$ cat src/rtl/ws2812b_pkg.sv
// Shared FSM encoding and default WS2812B timing (clk cycles at 12 MHz).
package ws2812b_pkg;
  typedef enum logic [1:0] {
    ST_IDLE  = 2'd0,
    ST_SHIFT = 2'd1,
    ST_GAP   = 2'd2,
    ST_LATCH = 2'd3
  } ws_state_e;

  localparam int DEF_T0H_CYCLES   = 4;
  localparam int DEF_T1H_CYCLES   = 8;
  localparam int DEF_BIT_CYCLES   = 15;
  localparam int DEF_LATCH_CYCLES = 600;
  localparam int PIXEL_W          = 24;
endpackage

$ cat src/rtl/ws2812b_bit_timer.sv
// Bit-period counter: high-phase strobe for the current bit and a last-cycle strobe.
module ws2812b_bit_timer
  import ws2812b_pkg::*;
#(
  parameter int T0H_CYCLES = DEF_T0H_CYCLES,
  parameter int T1H_CYCLES = DEF_T1H_CYCLES,
  parameter int BIT_CYCLES = DEF_BIT_CYCLES
) (
  input  logic clk,
  input  logic rst,
  input  logic i_en,
  input  logic i_bit,
  output logic o_hi,
  output logic o_last
);
  localparam int CW = $clog2(BIT_CYCLES);
  localparam logic [CW-1:0] CNT_MAX = CW'(BIT_CYCLES - 1);
  localparam logic [CW-1:0] T0H     = CW'(T0H_CYCLES);
  localparam logic [CW-1:0] T1H     = CW'(T1H_CYCLES);

  logic [CW-1:0] r_cnt;

  // Held at zero while disabled so every enable starts on a bit boundary.
  always_ff @(posedge clk) begin
    if (rst || !i_en || o_last) r_cnt <= '0;
    else                        r_cnt <= r_cnt + 1'b1;
  end

  assign o_last = i_en && (r_cnt == CNT_MAX);
  assign o_hi   = r_cnt < (i_bit ? T1H : T0H);
endmodule

$ cat src/rtl/ws2812b_serializer.sv
// WS2812B pixel serializer: one-deep holding buffer, 24-bit shifter, GAP/LATCH framing.
module ws2812b_serializer
  import ws2812b_pkg::*;
#(
  parameter int T0H_CYCLES   = DEF_T0H_CYCLES,
  parameter int T1H_CYCLES   = DEF_T1H_CYCLES,
  parameter int BIT_CYCLES   = DEF_BIT_CYCLES,
  parameter int LATCH_CYCLES = DEF_LATCH_CYCLES
) (
  input  logic               clk,
  input  logic               rst,
  input  logic [PIXEL_W-1:0] i_pixel,
  input  logic               i_valid,
  output logic               o_ready,
  input  logic               i_latch,
  output logic               o_busy,
  output logic               o_done,
  output logic               o_led
);
  localparam int LW = $clog2(LATCH_CYCLES);
  localparam int IW = $clog2(PIXEL_W);
  localparam logic [LW-1:0] LAT_MAX = LW'(LATCH_CYCLES - 1);
  localparam logic [IW-1:0] IDX_MAX = IW'(PIXEL_W - 1);

  ws_state_e          r_state, w_state_nxt;
  logic [PIXEL_W-1:0] r_buf, r_shift;
  logic               r_buf_full, r_pend;
  logic [IW-1:0]      r_idx;
  logic [LW-1:0]      r_lcnt;
  logic               r_led, r_done_pre, r_done;
  logic               w_ready, w_busy, w_bit_en, w_led_nxt;
  logic               w_hi, w_last, w_acc, w_word_end, w_load, w_lat_last, w_latch_take;

  ws2812b_bit_timer #(
    .T0H_CYCLES(T0H_CYCLES),
    .T1H_CYCLES(T1H_CYCLES),
    .BIT_CYCLES(BIT_CYCLES)
  ) u_bit_timer (
    .clk   (clk),
    .rst   (rst),
    .i_en  (w_bit_en),
    .i_bit (r_shift[PIXEL_W-1]),
    .o_hi  (w_hi),
    .o_last(w_last)
  );

  assign w_acc        = i_valid && w_ready;
  assign w_word_end   = (r_state == ST_SHIFT) && w_last && (r_idx == IDX_MAX);
  assign w_load       = r_buf_full && ((r_state == ST_IDLE) || w_word_end ||
                                       ((r_state == ST_GAP) && w_last));
  assign w_lat_last   = (r_state == ST_LATCH) && (r_lcnt == LAT_MAX);
  // A latch with nothing sent or accepted in this frame is dropped.
  assign w_latch_take = i_latch && !((r_state == ST_IDLE) && !r_buf_full && !w_acc);

  always_ff @(posedge clk) begin
    if (rst) r_state <= ST_IDLE;
    else     r_state <= w_state_nxt;
  end

  always_comb begin
    w_state_nxt = r_state;
    case (r_state)
      ST_IDLE:  if (r_buf_full) w_state_nxt = ST_SHIFT;
      ST_SHIFT: if (w_word_end && !r_buf_full) w_state_nxt = r_pend ? ST_LATCH : ST_GAP;
      ST_GAP: begin
        if (w_last) begin
          if (r_buf_full)  w_state_nxt = ST_SHIFT;
          else if (r_pend) w_state_nxt = ST_LATCH;
        end
      end
      ST_LATCH: if (w_lat_last) w_state_nxt = ST_IDLE;
      default:  w_state_nxt = ST_IDLE;
    endcase
  end

  always_comb begin
    w_ready   = !r_buf_full && !r_pend && (r_state != ST_LATCH);
    w_busy    = (r_state != ST_IDLE);
    w_bit_en  = (r_state == ST_SHIFT) || (r_state == ST_GAP);
    w_led_nxt = (r_state == ST_SHIFT) && w_hi;
  end

  always_ff @(posedge clk) begin
    if (rst) begin
      r_buf      <= '0;
      r_buf_full <= 1'b0;
      r_shift    <= '0;
      r_idx      <= '0;
      r_pend     <= 1'b0;
      r_lcnt     <= '0;
      r_led      <= 1'b0;
      r_done_pre <= 1'b0;
      r_done     <= 1'b0;
    end else begin
      if (w_load) begin
        r_buf_full <= 1'b0;
      end else if (w_acc) begin
        r_buf_full <= 1'b1;
        r_buf      <= i_pixel;
      end
      if (w_load) begin
        r_shift <= r_buf;
        r_idx   <= '0;
      end else if ((r_state == ST_SHIFT) && w_last) begin
        r_shift <= {r_shift[PIXEL_W-2:0], 1'b0};
        r_idx   <= w_word_end ? '0 : r_idx + 1'b1;
      end
      if (w_lat_last)        r_pend <= 1'b0;
      else if (w_latch_take) r_pend <= 1'b1;
      r_lcnt <= ((r_state == ST_LATCH) && !w_lat_last) ? r_lcnt + 1'b1 : '0;
      // o_led trails the state by one cycle; o_done is delayed twice so it
      // lands on the cycle after the final latch-low cycle seen on the line.
      r_led      <= w_led_nxt;
      r_done_pre <= w_lat_last;
      r_done     <= r_done_pre;
    end
  end

  assign o_ready = w_ready;
  assign o_busy  = w_busy;
  assign o_led   = r_led;
  assign o_done  = r_done;
endmodule

$ cat config.mk
export PLATFORM = sky130hd
export DESIGN_NAME = ws2812b_serializer
export DESIGN_NICKNAME = d
export VERILOG_FILES = /design/src/rtl/ws2812b_pkg.sv /design/src/rtl/ws2812b_bit_timer.sv /design/src/rtl/ws2812b_serializer.sv
export SDC_FILE = /design/constraint.sdc
export NUM_CORES = 1
export LEC_CHECK = 0
export ABC_AREA = 1
export ABC_CLOCK_PERIOD_IN_PS = 4800
export CAP_MARGIN = 5
export CORE_ASPECT_RATIO = 2
export CORE_MARGIN = 2
export CORE_UTILIZATION = 40
export CTS_CLUSTER_DIAMETER = 100
export DETAILED_ROUTE_END_ITERATION = 7
export HOLD_SLACK_MARGIN = 0.15
export PLACE_DENSITY = 0.68
export SLEW_MARGIN = 20
export SYNTH_ARGS = -nofsm -noshare
export SYNTH_HDL_FRONTEND = slang
export SYNTH_HIERARCHICAL = 1
export SYNTH_SLANG_ARGS = --single-unit
$ cat constraint.sdc
create_clock -name clk -period 4.8 [get_ports clk]
set_clock_uncertainty 0.15 [all_clocks]
set_input_delay 0.48 -clock clk [delete_from_list [all_inputs] [get_ports clk]]
set_output_delay 0.48 -clock clk [all_outputs]
set_load 0.01 [all_outputs]
==> impl_results.md <==
- DIE WIDTH: 67.2 um
- Largest net degree at the start of global routing: 50
- ANT cells: 0
- Mapped Cells: 399
- Post-CTS Hold Buffers: 0
- DRT Pass-1 Iters: 6
- CTS tree: built
- Syn avg cell area: 8.02 um2
- Vias in the first global route: 2450
- Std-Cell Rows: 46
- P&R area growth vs syn: 20.6%
- Max Fclk: 324 MHz
- Status: complete, no violations
- Routed Wire Length: 6250 um
- Fin. Hold Viols: 0
- Slew HR: 0.406
- LEAKAGE: 1.66 nW
- Post-CTS sizing: 0
- CP startpoint kind: flip-flop
- Period utilization: 0.644
- Clk_lat worst skew: 330 ps
- Clock transition at path regs: 60 ps
- Peak supply drop: 0.233 mV
- Initial antenna violation count: 0
- Setup Fix Bufs, Post-CTS: 0
- Die span in y: 130 um
- Die area: 8770 um2
- Aggregate global-route resource usage: 0.159
- Area post-placement: 3550 um2
- Max-slew violations: 0
- Synthesized net count: 437
- Total Neg Setup Slack: 0 ps
- # IOs: 32
- Netlist cell types: 28
- Drt initial violations: 185
- Number of synthesized flops with an enable pin: 0
- Via count: 2651
- Antenna Nets Post-Route: 0
- Drt wl/cell: 11.9 um
- Grt peak-use layer: met2
- Unrepaired setup endpoints after global routing: false
- Max-cap violations: 0
- Gpl congestion: 0.793
- PortBufs: 31
- Worst setup EP type: flip-flop
- Ys async rst share: 0
- Root Buffer Master: clkbuf_16
- Pin slew with the least headroom to its limit: 889 ps
- Met1 GRT Util: 0.213
- CP Max Fanout: 49
- Met3 Usage GRT: 0.0437
- Total grt overflow: 0
- Sequential-to-total area share from yosys stat: 0.463
- Hold WC Path Type: reg -> reg
- Total CTS buffers: 9
- Clk sinks: 74
- Power Dens Cells: 470 nW/um2
- Min cycle time layout: 3090 ps
- Ys Warns: 6
- Most common cell after layout, fill and taps aside: nand2_1
- Core Footprint: 7830 um2
- Layout cell share with drive strength beyond 1: 0.0631
- CTS max path bufs: 2
- Main synth FF type: dfxtp_1
- Setup-failing EPs final: 0
- DR DRC count: 0
- Post-Syn Area: 3200 um2
- Starting Density: 0.409
- Synth Register Bits: 74
- Design Area, Final: 3860 um2
- Met2 Use GR: 0.240
- DP Wirelength: 3880 um
- CP Class: reg -> reg
- First-pass GRT wire length: 10800 um
- Clock H-tree levels: 3
- Vias per cell: 5.06
- Data arrival time of the critical path: 3130 ps
- Final nets: 461
- Most frequent cells in the layout: nand2_1, dfxtp_1, nand3_1
- CP required: 4840 ps
-- power breakdown --
group	switching, mW	internal (mW)
Clock	0.257	0.419
Sequential	0.0557	0.705
Combinational	0.209	0.165
Total	0.522	1.29
-- through the flow --
step | power, mW | setup slack (ps) | utilization | instances | hold slack (ps)
CTS | 1.83 | 1750 | 0.493 | 524 | 283
finish | 1.81 | 1710 | 0.493 | 524 | 272
global route | 1.92 | 1420 | 0.493 | 524 | 298
floorplan | 1.05 | 2570 | - | 399 | 238
detailed placement | 1.15 | 1790 | 0.454 | 508 | 245
global placement | 1.14 | 1850 | 0.454 | 508 | 240
-- final timing paths --
kind | from | endpoint | slack [ps] | cells past startpoint
hold / removal | r_done_pre | o_done | 270 | 2
setup / recovery | r_state[1] | r_idx[0] | 1710 | 11
hold reg to reg | r_done_pre | o_done | 270 | 2
setup reg to reg | r_state[1] | r_idx[0] | 1710 | 11
-- per-layer routing --
metal	vias up	share of wire
li1	1399	-
met4	0	0.017
met3	8	0.046
met5	-	0
met1	1195	0.49
met2	49	0.45
-- area by class of cell --
type,instances,area [um2]
fill,822,3970
clock inverter,5,62.6
inverter,19,71.3
tap,96,120
clock buffer,11,243
multi-input combinational,285,1550
timing repair buffer,34,333
sequential,74,1480
-- cells in the mapped netlist (all sizes together), types with 4 or more instances --
cell    number  share of area
buf          7          0.015
nand4        7          0.014
nor3         4         0.0078
ha          10          0.039
clkbuf      14          0.016
o211a       22          0.069
inv         17          0.020
nor2        27          0.037
nand3       63           0.10
dfxtp       74           0.46
nand2       99           0.12
a21oi       37          0.058
-- critical path: stages, from the launching register on --
cell and delay, ps:
dfxtp_1 430, inv_1 120, ha_1 330, inv_1 50, nor2_1 260, nand2_4 260
nor2_8 190, nand3_2 120, nand2_2 100, nand2_2 450, nand2_1 400, a211oi_1 100
-- registers in the layout (all words and copies together), names as in the netlist --
signal,flops
r_buf,24
r_shift,24
r_lcnt,10
r_idx,5
u_bit_timer/r_cnt,4
r_state,2
o_done,1
o_led,1
r_buf_full,1
r_done_pre,1
r_pend,1
-- kinds of logic after synthesis --
group | share of synthesized area
simple gates | 0.289
flops | 0.463
compound gates | 0.139
buf+inv | 0.0536
fa+ha+maj | 0.0391
xor+xnor | 0.0164
(Power assumes the default switching activity.)
